<file path="src/rtl/mac_pkg.sv">
// mac_pkg: shared states and widths for the Wallace-tree MAC sequencer
package mac_pkg;
    typedef enum logic [1:0] {IDLE, RUN, DRAIN, DONE} state_t;
    localparam int PROD_W = 16;
    localparam int CARRY_SHIFT = 5;
    localparam int TREE_S_W = 15;
    localparam int TREE_C_W = 11;
endpackage

</file>
<file path="src/rtl/mac_cpa.sv">
// mac_cpa: final carry-propagate add resolving the tree's sum and carry vectors
module mac_cpa import mac_pkg::*; (
    input  logic [TREE_S_W-1:0] s,
    input  logic [TREE_C_W-1:0] c,
    output logic [PROD_W-1:0]   sum
);
    assign sum = PROD_W'(s) + (PROD_W'(c) << CARRY_SHIFT);
endmodule

</file>
<file path="src/rtl/mac_tree_ctrl.sv">
// mac_tree_ctrl: operand sequencer, product pipeline and accumulator around an external Wallace tree
module mac_tree_ctrl import mac_pkg::*; #(
    parameter int ACC_W = 24,
    parameter int LEN_W = 8
) (
    input  logic                clk,
    input  logic                rst_n,
    input  logic                start,
    input  logic [LEN_W-1:0]    len,
    input  logic                abort,
    input  logic                in_valid,
    output logic                in_ready,
    input  logic [7:0]          in_a,
    input  logic [7:0]          in_b,
    output logic [7:0]          pp1,
    output logic [7:0]          pp2,
    output logic [7:0]          pp3,
    output logic [7:0]          pp4,
    output logic [7:0]          pp5,
    output logic [7:0]          pp6,
    output logic [7:0]          pp7,
    output logic [7:0]          pp8,
    input  logic [TREE_S_W-1:0] tree_s,
    input  logic [TREE_C_W-1:0] tree_c,
    output logic                out_valid,
    input  logic                out_ready,
    output logic [ACC_W-1:0]    out_acc,
    output logic                out_ovf,
    output logic                busy
);
    state_t state, state_n;
    logic [7:0][7:0] pp;
    logic [LEN_W-1:0] cnt;
    logic [PROD_W-1:0] prod, sum;
    logic [ACC_W-1:0] acc;
    logic [ACC_W:0] acc_sum;
    logic v1, v2, hs;

    mac_cpa u_cpa (.s(tree_s), .c(tree_c), .sum(sum));

    assign in_ready  = state == RUN;
    assign hs        = in_valid && in_ready;
    assign out_valid = state == DONE;
    assign busy      = state != IDLE;
    assign out_acc   = acc;
    assign acc_sum   = {1'b0, acc} + (ACC_W+1)'(prod);
    assign {pp8, pp7, pp6, pp5, pp4, pp3, pp2, pp1} = pp;

    always_comb begin
        state_n = state;
        case (state)
            IDLE:    if (start) state_n = len == '0 ? DONE : RUN;
            RUN:     if (hs && cnt == LEN_W'(1)) state_n = DRAIN;
            DRAIN:   if (!v1 && !v2) state_n = DONE;
            DONE:    if (out_ready) state_n = IDLE;
            default: state_n = IDLE;
        endcase
        if (abort) state_n = IDLE;
    end

    always_ff @(posedge clk or negedge rst_n) begin
        if (!rst_n) begin
            state   <= IDLE;
            pp      <= '0;
            prod    <= '0;
            acc     <= '0;
            cnt     <= '0;
            v1      <= 1'b0;
            v2      <= 1'b0;
            out_ovf <= 1'b0;
        end else if (abort) begin
            state   <= IDLE;
            pp      <= '0;
            acc     <= '0;
            cnt     <= '0;
            v1      <= 1'b0;
            v2      <= 1'b0;
            out_ovf <= 1'b0;
        end else begin
            state <= state_n;
            v1    <= hs;
            v2    <= v1;
            if (hs) begin
                for (int i = 0; i < 8; i++) pp[i] <= in_a & {8{in_b[i]}};
                cnt <= cnt - LEN_W'(1);
            end
            if (v1) prod <= sum;
            // a new job always starts from a clean accumulator and overflow flag
            if (state == IDLE && start) begin
                acc     <= '0;
                out_ovf <= 1'b0;
                cnt     <= len;
            end else if (v2) begin
                acc     <= acc_sum[ACC_W-1:0];
                out_ovf <= out_ovf | acc_sum[ACC_W];
            end
        end
    end
endmodule

</file>
<file path="config.mk">
export PLATFORM = sky130hd
export DESIGN_NAME = mac_tree_ctrl
export DESIGN_NICKNAME = d
export VERILOG_FILES = /design/src/rtl/mac_pkg.sv /design/src/rtl/mac_cpa.sv /design/src/rtl/mac_tree_ctrl.sv
export SDC_FILE = /design/constraint.sdc
export NUM_CORES = 1
export LEC_CHECK = 0
export BUFFER_PORTS_ARGS = -buffer_cell sky130_fd_sc_hd__buf_2
export CAP_MARGIN = 20
export CORE_MARGIN = 5
export CORE_UTILIZATION = 54
export CTS_CLUSTER_DIAMETER = 120
export DETAILED_ROUTE_END_ITERATION = 16
export PLACE_DENSITY = 0.91
export SYNTH_ARGS = -nofsm -noshare
export SYNTH_HDL_FRONTEND = slang
export SYNTH_HIERARCHICAL = 1
export SYNTH_SLANG_ARGS = --single-unit
export TNS_END_PERCENT = 20
</file>
<file path="constraint.sdc">
create_clock -name clk -period 3.07 [get_ports clk]
set_input_delay 0.614 -clock clk [delete_from_list [all_inputs] [get_ports clk]]
set_output_delay 0.614 -clock clk [all_outputs]
set_load 0.01 [all_outputs]
</file>
### After elaboration in Yosys (flattened, before gate mapping)

Index checks and enable logic that the tools add are counted.

| cells by class | value |
|---|---|
| reductions and logical operators | 14 |
| eq/ne operators | 8 |
| bitwise gates (word level) | 10 |
| div/mod/pow operators | 0 |
| $mul | 0 |
| add/subtract/negate cells | 3 |
| shift-type cells | 0 |
| $lt $le $gt $ge | 0 |
| multiplexer cells | 20 |

Operators by type and width:

| kind | count |
|---|---|
| $mux W64 | 2 |
| $mux W24 | 3 |
| $and A8 B8 Y8 | 8 |
| $add A24 B16 Y25 | 1 |
| $mux W8 | 3 |
| $add A15 B16 Y16 | 1 |
| $mux W2 | 6 |
| $eq A8 B1 Y1 const B | 1 |
| $logic_not A8 Y1 | 1 |
| $pmux W2 S4 | 1 |
| $sub A8 B1 Y8 const B | 1 |
| $ne A3 B2 Y1 const B | 2 |
| $ne A3 B3 Y1 const B | 2 |
| $reduce_bool A3 Y1 | 2 |
| $mux W1 | 5 |
| $eq A2 B2 Y1 const B | 2 |
| $logic_and A1 B1 Y1 | 4 |
| $reduce_and A4 Y1 | 1 |
| $reduce_bool A2 Y1 | 2 |
| $eq A2 B1 Y1 const B | 1 |
| $logic_not A1 Y1 | 2 |
| $logic_not A2 Y1 | 1 |
| $reduce_and A2 Y1 | 1 |
| $not A1 Y1 | 1 |
| $or A1 B1 Y1 | 1 |

| storage, ports and cells | value |
|---|---|
| output and inout bits | 92 |
| bits of input ports | 56 |
| register bits after elaboration | 117 |
| RAM bits | 0 |
| latch bits | 0 |
| bits in read-only memories | 0 |
| memories | 0 |

### Depth between registers and ports, before layout

Gate-level depths: netlist (run 1).

| logic depth | value |
|---|---|
| depth in word-level cells | 6 |
| gate-level depth with buffers | 9 |
| mapped depth without buffers | 9 |

### By module

Netlist (run 1), hierarchy kept.

By module, submodules not included:

| module | cells an instance | area each (um^2) | sequential area each (um^2) | times used |
|---|---|---|---|---|
| mac_tree_ctrl | 511 | 5677.9 | 2927.8 | 1 |
| mac_cpa | 61 | 503.0 | 0.0 | 1 |

### Worst setup path after synthesis (run 1)

No wires, ideal clock.

| timing path | value |
|---|---|
| path kind | flip-flop to flip-flop |
| from | register acc[12] (netlist: out_acc[12]) |
| to | register acc[23] (netlist: out_acc[23]) |
| arrival | 2.086 ns |
| stages on the path, launching flop included | 9 |
| path buffers | 1 |
| clock period less this slack | 2.212 ns |
| path slack | 0.858 ns |
| path through | dfrtp_1 -> ha_1 -> clkbuf_1 -> a21o_1 -> a21o_1 -> a21oi_1 -> nor4_1 -> a311o_1 -> a311o_1 |

| on the way | value |
|---|---|
| cells in the longest elaborated chain, start to end | 4 |

Ends and longest elaborated chain:

| item | RTL line | source |
|---|---|---|
| from (decl) | mac_tree_ctrl.sv:35 | `logic [ACC_W-1:0] acc;` |
| from (signal assigned) | mac_tree_ctrl.sv:94 | `acc <= acc_sum[ACC_W-1:0];` |
| $add A24 B16 Y25 | mac_tree_ctrl.sv:46 | `assign acc_sum = {1'b0, acc} + (ACC_W+1)'(prod);` |
| $mux W24 | mac_tree_ctrl.sv:93 | `end else if (v2) begin` |
| $mux W24 | mac_tree_ctrl.sv:89 | `if (state == IDLE && start) begin` |
| $mux W24 | mac_tree_ctrl.sv:71 | `end else if (abort) begin` |

Every way passes these cells. The select of a mux whose other input is x is not followed.
A chain may end at the register's enable or synchronous reset.

### Final worst setup path (run 1)

| timing path | value |
|---|---|
| from | register acc[15] (netlist: out_acc[15]) |
| to | register acc[20] (netlist: out_acc[20]) |

Same word-level chain as after synthesis.

==> summary.txt, run 1 <==
Worst setup path
  • Required time of the worst setup path: 3.39 ns
  • Class of the most critical setup path: reg -> reg
  • Worst reg2reg setup slack: 0.66 ns
  • Peak fanout along the critical path: 9
  • Crit Reg-Reg Endpoint: out_acc[20]
  • Kind of end point of the critical path: flop
  • Type of element launching the critical path: flop
  • R2r startpoint: out_acc[15]
  • Worst Reg2Reg Path Length in Cells: 6
  • Worst endpoint data arrival time: 2.73 ns

GRT
  • Initial antenna violation count: 0
  • First-pass GRT wire length: 25.82 mm
  • Total routing resource utilization after global routing: 24.20%
  • Gr ovfl total: 0
  • Vias in the first global route: 5,259
  • Largest net degree at the start of global routing: 79

STA
  • Shortest clock period the worst path allows after layout: 2.408 ns
  • Fin Clk Skew: 0.009934 ns
  • Final Max Tran Viols: 0
  • Worst slew margin relative to its limit: 57.68%
  • Period Utilization, post-route: 78.44%
  • Top achievable clock speed: 415.2 MHz
  • Hold violation total from the final report: 0
  • Setup Total Neg Slack: 0 ns
  • Least-Margin Pin Slew: 0.6348 ns
  • Number of setup violations in the final report: 0
  • Setup ws final: 0.6618 ns
  • Setup repair after global routing missed its margin: no

Synth
  • Cells after synthesis: 572
  • Synth warnings: 6
  • Synthesized Nets: 663
  • Post-synthesis sequential area ratio: 47.37%
  • Share of synthesized flip-flops with an asynchronous set or reset: 100.0%
  • Mapped Avg Cell Area: 10.81 µm²
  • Number of distinct library cells after synthesis: 58
  • Post-synth EDFFs: 0
  • Summed instance area of the synthesized netlist: 0.006181 mm²
  • Synth Register Bits: 117
  • Top flip-flop cell by instance count after synthesis: dfrtp_1

Clock tree
  • Cts hold-fix bufs: 0
  • Insertion delay to the later sink of the worst-skew pair: 0.42 ns
  • Number of levels the H-tree was split into: 4
  • Clock sink total: 117
  • Number of resized instances in the post-cts repair step: 0
  • CTS Root Buffer Type: clkbuf_16
  • TritonCTS clock tree: done
  • CTS Buf Count: 17
  • Register clock-pin slew on the reported worst setup and hold paths: 0.06 ns
  • Clock Path Buffers: 2
  • Number of setup buffers added after CTS: 0

Cells and area
  • Final std cells w/o fill: 856
  • Antenna diode instance count: 0
  • Post-Route Utilization: 66.72%
  • Most frequent cells in the layout: buf_2, dfrtp_1, a22o_1
  • Design area: 0.007553 mm²
  • Leading cell type in the layout, fill and taps excluded: buf_2
  • Fin nets: 791
  • Layout fillers: 843
  • Share of layout cells above drive strength 1: 31.28%
  • Area grow syn2layout: 22.21%

Power
  • Maximum VDD drop: 0.0005020 V
  • Reported leakage power: 3.802 nW
  • Power density over cell area: 700.9 mW/mm²

Floorplan
  • Chip Height: 117.0 µm
  • Die span in x: 117.0 µm
  • FP Rows: 39
  • Die area: 0.01369 mm²
  • I/O Pins: 148
  • Area of the core region: 0.01132 mm²
  • Effective utilization at floorplan: 54.60%

Routing
  • DRC violations left: 0
  • Aggregate routed wire length: 16.13 mm
  • ANT nets after route: 0
  • Vias: 5,239
  • Initial detailed-routing violation count: 423
  • Drt first pass iters: 6
  • Number of vias per cell: 6.120
  • Routed wire length per instance: 18.84 µm

Placement
  • Number of buffers inserted by port buffering: 147
  • # placed instances: 824
  • Weighted congestion at the end of routability-driven global placement: 0.9213
  • Placement Setup Slack: 0.6918 ns
  • Area post-placement: 0.006977 mm²
  • Detail Placement HPWL: 11.68 mm

Min path
  • Class of the worst hold path: in -> async

Run status
  • Run status: complete, no violations

Flow run
  • Number of max-cap violations: 0
## power by group
group	switching [mW]	internal, mW
clock network	0.744	1.16
logic	0.860	0.603
registers	0.160	1.76
total	1.76	3.53
## sequential cells by signal, summed over array words and instances (netlist names)
| name | cells |
|---|---|
| out_acc | 24 |
| pp4 | 8 |
| pp6 | 8 |
| cnt | 8 |
| pp8 | 8 |
| pp7 | 8 |
| state | 2 |
| pp3 | 8 |
| v1 | 1 |
| pp5 | 8 |
| v2 | 1 |
| pp1 | 8 |
| prod | 16 |
| out_ovf | 1 |
| pp2 | 8 |
## area by class of cell
type | count | area, µm² | area share [%]
multi-input cells | 394 | 3010 | 39.85
flip-flops and latches | 117 | 2928 | 38.76
repair buffers | 153 | 795.8 | 10.54
clock buffers | 19 | 452.9 | 5.996
well taps | 143 | 178.9 | 2.369
clock inverters | 13 | 123.9 | 1.640
inverters | 17 | 63.81 | 0.8448
## through the flow
step / hold WS, ns / power (mW)
finish: 0.1684 / 5.294
global route: 0.2094 / 5.575
CTS: 0.1775 / 5.314
detailed placement: 0.4856 / 3.389
global placement: 0.4702 / 3.293
floorplan: 0.3184 / 2.958
## cell usage after synthesis (10+ instances only)
| library cell | n | area, µm² |
|---|---|---|
| a21oi_1 | 29 | 145.1 |
| a22o_1 | 64 | 560.5 |
| buf_1 | 10 | 37.54 |
| clkbuf_1 | 24 | 90.09 |
| dfrtp_1 | 117 | 2928 |
| ha_1 | 33 | 412.9 |
| inv_1 | 17 | 63.81 |
| mux2_2 | 17 | 191.4 |
| nand2_1 | 28 | 105.1 |
| nand3_1 | 24 | 120.1 |
| nor2_1 | 24 | 90.09 |
| o21ai_0 | 18 | 90.09 |
| xnor2_1 | 16 | 140.1 |
## worst max-delay path by stage
stage,from,to,depth (start not counted)
after global placement,tree_c[0],prod[15],10
after global routing,out_acc[1],out_acc[11],7
final,out_acc[15],out_acc[20],6
after floorplan,out_acc[12],out_acc[23],8
after CTS,out_acc[15],out_acc[20],6
after detailed placement,tree_c[0],prod[13],10
## cells by family after synthesis
family	after synthesis	synth area share, %
AO/OA/AOI/OAI	171	21.62
XOR/XNOR	22	3.117
adder cells (fa/ha/maj)	35	7.328
buffers and inverters	61	4.109
flip-flops	117	47.37
multiplexers	26	4.555
AND/OR/NAND/NOR	140	11.90
## critical path, stage by stage, from the launching register on
cell,delay [ns]
dfrtp_1,0.42
ha_1,0.46
and3_1,0.38
nand2_1,0.10
o31a_1,0.38
or4_1,0.41
a21oi_1,0.16
## routing by layer
metal	global-route usage, %	up-vias	wire [µm]
met5	0	-	0
met4	10.63	0	535
met3	7.455	59	1215
met2	39.63	217	7937
met1	29.63	2564	6438
li1	-	2399	-
No activity file was read; power rests on OpenSTA's default activity.
==> run 2, diff against run 1 <==
--- a/config.mk
+++ b/config.mk
@@ -8,10 +8,10 @@
 export BUFFER_PORTS_ARGS = -buffer_cell sky130_fd_sc_hd__buf_2
 export CAP_MARGIN = 20
 export CORE_MARGIN = 5
-export CORE_UTILIZATION = 54
+export CORE_UTILIZATION = 49
 export CTS_CLUSTER_DIAMETER = 120
 export DETAILED_ROUTE_END_ITERATION = 16
-export PLACE_DENSITY = 0.91
+export PLACE_DENSITY = 0.88
 export SYNTH_ARGS = -nofsm -noshare
 export SYNTH_HDL_FRONTEND = slang
 export SYNTH_HIERARCHICAL = 1
==> constraint.sdc (replaced) <==
create_clock -name clk -period 2 [get_ports clk]
set_input_delay 0.4 -clock clk [delete_from_list [all_inputs] [get_ports clk]]
set_output_delay 0.4 -clock clk [all_outputs]
set_load 0.01 [all_outputs]
==> run 2 against run 1 <==
The flow now finishes with violations (setup timing). First-iteration DRC count grew 27%. Die area rose by 9.3%. Via count grew 9.7%. Setup slack worse by 0.87 ns. Total power up 67%. Cell count rose by 12%. Clock power grew 52%. Fmax grew 9.0%. Cell area rose by 12%. Clock skew is 0.0015 ns lower. Critical path type unchanged. Largest cell class unchanged. Highest routed layer is now met5.
==> summary.txt, run 2 (same netlist as run 1, synthesis figures left out) <==
Floorplan
  • FP Rows: 41 (+5.1%)
  • Chip Height: 122.3 µm (+4.6%)
  • I/O Pins: 148 (unchanged)
  • Die span in x: 122.3 µm (+4.6%)
  • Die area: 0.01496 mm² (+9.3%)
  • Effective utilization at floorplan: 49.38% (-5.2 points)
  • Area of the core region: 0.01252 mm² (+11%)

STA
  • Shortest clock period the worst path allows after layout: 2.209 ns (-0.1995 ns)
  • Least-Margin Pin Slew: 0.6440 ns (+0.009205 ns)
  • Final Max Tran Viols: 0 (unchanged)
  • Period Utilization, post-route: 110.4% (+32 points)
  • Worst slew margin relative to its limit: 57.07% (-0.61 points)
  • Top achievable clock speed: 452.7 MHz (+9.0%)
  • Worst hold slack: 0.05329 ns (-0.1151 ns)
  • Setup ws final: -0.2088 ns (-0.8705 ns)
  • Number of setup violations in the final report: 13 (+13)
  • Hold violation total from the final report: 0 (unchanged)
  • Fin Clk Skew: 0.008406 ns (-0.001528 ns)
  • Setup repair after global routing missed its margin: yes

Clock tree
  • TritonCTS clock tree: done
  • Insertion delay to the later sink of the worst-skew pair: 0.41 ns (about the same)
  • Number of levels the H-tree was split into: 4 (unchanged)
  • Clock sink total: 117 (unchanged)
  • CTS Root Buffer Type: clkbuf_16
  • Register clock-pin slew on the reported worst setup and hold paths: 0.06 ns (about the same)
  • CTS Buf Count: 17 (unchanged)
  • Cts hold-fix bufs: 0 (unchanged)
  • Clock Path Buffers: 2 (unchanged)

Worst setup path
  • Required time of the worst setup path: 2.28 ns (-1.11 ns)
  • Peak fanout along the critical path: 6 (-3)
  • Class of the most critical setup path: reg -> reg
  • Slowest stage cell on the critical path: dfrtp_1
  • Most repeated library cell on the critical path: o211ai_1
  • Worst Reg2Reg Path Length in Cells: 8 (+2)
  • Type of element launching the critical path: flop
  • Kind of end point of the critical path: flop
  • R2r startpoint: out_acc[4]
  • Crit path launch: out_acc[4]
  • Longest individual stage delay on the worst path: 0.41 ns (-0.05 ns)
  • Worst endpoint data arrival time: 2.49 ns (-0.24 ns)
  • Worst path cell trace: ha_4 -> o211ai_1 -> o211ai_1 -> a41oi_2 -> buf_4 -> o21ai_4 -> a21oi_2 -> a311o_1

Routing
  • Routed wire length per instance: 19.83 µm (+5.2%)
  • Number of vias per cell: 6.019 (-1.7%)
  • DRC violations left: 0 (unchanged)
  • Initial detailed-routing violation count: 539 (+27%)
  • Aggregate routed wire length: 18.93 mm (+17%)
  • Drt first pass iters: 5 (-1)
  • ANT nets after route: 0 (unchanged)
  • Vias: 5,748 (+9.7%)

Cells and area
  • Share of layout cells above drive strength 1: 42.02% (+11 points)
  • Fin nets: 861 (+8.8%)
  • Max reg flops: 24 (unchanged)
  • Design area: 0.008427 mm² (+12%)
  • Area grow syn2layout: 36.34%
  • Post-Route Utilization: 67.32% (+0.60 points)
  • Antenna diode instance count: 0 (unchanged)
  • Leading cell type in the layout, fill and taps excluded: buf_2
  • Most frequent cells in the layout: buf_2, dfrtp_1, buf_4

Power
  • Seq pwr share: 33.7% (-2.6 points)
  • Power Internal: 5.845 mW (+66%)
  • Part of the power in the clock network: 32.7% (-3.3 points)
  • Pwr Total: 8.858 mW (+67%)
  • Reported leakage power: 4.180 nW (+9.9%)
  • Power density over cell area: 1051 mW/mm² (+50%)
  • Part of the total power dissipated in combinational logic: 33.5% (+5.9 points)
  • Switching power as a share of total power: 34.02% (+0.69 points)
  • Maximum VDD drop: 0.0005372 V (+7.0%)
  • Reported net switching power: 3.013 mW (+71%)

Flow run
  • Number of max-cap violations: 0 (unchanged)

Placement
  • Detail Placement HPWL: 12.45 mm (+6.6%)
  • Number of buffers inserted by port buffering: 147 (unchanged)
  • Area post-placement: 0.007550 mm² (+8.2%)
  • Weighted congestion at the end of routability-driven global placement: 0.9439 (+2.5%)
  • Placement Setup Slack: -0.1721 ns (-0.8638 ns)

GRT
  • Gr ovfl total: 0 (unchanged)
  • Largest net degree at the start of global routing: 118 (+49%)
  • Initial antenna violation count: 1 (+1)
  • Total routing resource utilization after global routing: 24.71% (+0.51 points)
  • Vias in the first global route: 5,809 (+10%)
  • First-pass GRT wire length: 29.33 mm (+14%)

Run status
  • Run status: finished, violations left
  • Failing checks: setup timing

Min path
  • Class of the worst hold path: in -> async
-- run 2: changes by cell type in the layout (fill, tap and decap cells not counted), moves of 3 or more --
cell and delta:
a21oi_1 -7, a21oi_2 +6, buf_4 +67, ha_1 -13
ha_4 +12, nand3_1 -3, nand3_2 +3, o21ai_0 -4
o21ai_1 +3
-- run 2: final timing paths --
| path | to | slack, ns |
|---|---|---|
| min reg2reg | pp3[2] | 0.50 |
| min | prod[5] | 0.05 |
| max reg2reg | out_acc[23] | -0.21 |
| max in group asynchronous | pp7[2] | 1.43 |
| max | out_acc[23] | -0.21 |
| min in group clk | prod[4] | 0.23 |
-- run 2: power groups by stage --
stage / registers [mW] / clock network (mW) / logic (mW)
2_1_floorplan: 2.97 / 0 / 1.67
3_3_place_gp: 2.95 / 0 / 2.52
3_5_place_dp: 2.97 / 0 / 2.66
4_1_cts: 2.97 / 2.94 / 2.78
5_1_grt: 3.02 / 3.04 / 3.18
6_report: 2.99 / 2.90 / 2.97
-- run 2: metrics by stage --
stage	std cells	TNS, ns
after detailed placement	915	-1.881
after global placement	915	-0.5857
after global routing	955	-2.352
after CTS	950	-0.7981
final	955	-1.397
after floorplan	572	-0.2396
-- run 2: layout make-up --
| class | instances | area [µm²] |
|---|---|---|
| fillers | 882 | 4090 |
| well taps | 172 | 215.2 |
| multi-input cells | 394 | 3312 |
| inverters | 17 | 63.81 |
| clock inverters | 14 | 127.6 |
| clock buffers | 18 | 439.2 |
| repair buffers | 223 | 1341 |
| flip-flops and latches | 117 | 2928 |
-- run 2: critical path: cells and delay by family (launching register included) --
family,cells,cell delay (ns)
flip-flops,1,0.41
AO/OA/AOI/OAI,6,1.18
buffers and inverters,1,0.19
adder cells (fa/ha/maj),1,0.30
-- run 2: repair_timing --
| action | 4_1_cts | 5_1_grt |
|---|---|---|
| resized for setup | 19 | 24 |
| setup buffers | 3 | 5 |
| endpoints found under the setup margin | 18 | 19 |
| pin swaps | 13 | 17 |
-- run 2: per-layer routing --
layer,vias to the layer above,wire length [µm],global-route usage [%]
li1,2530,-,-
met1,2804,7267,30.10
met4,2,558,10.36
met2,350,9499,41.60
met5,-,13,0
met3,62,1595,6.544
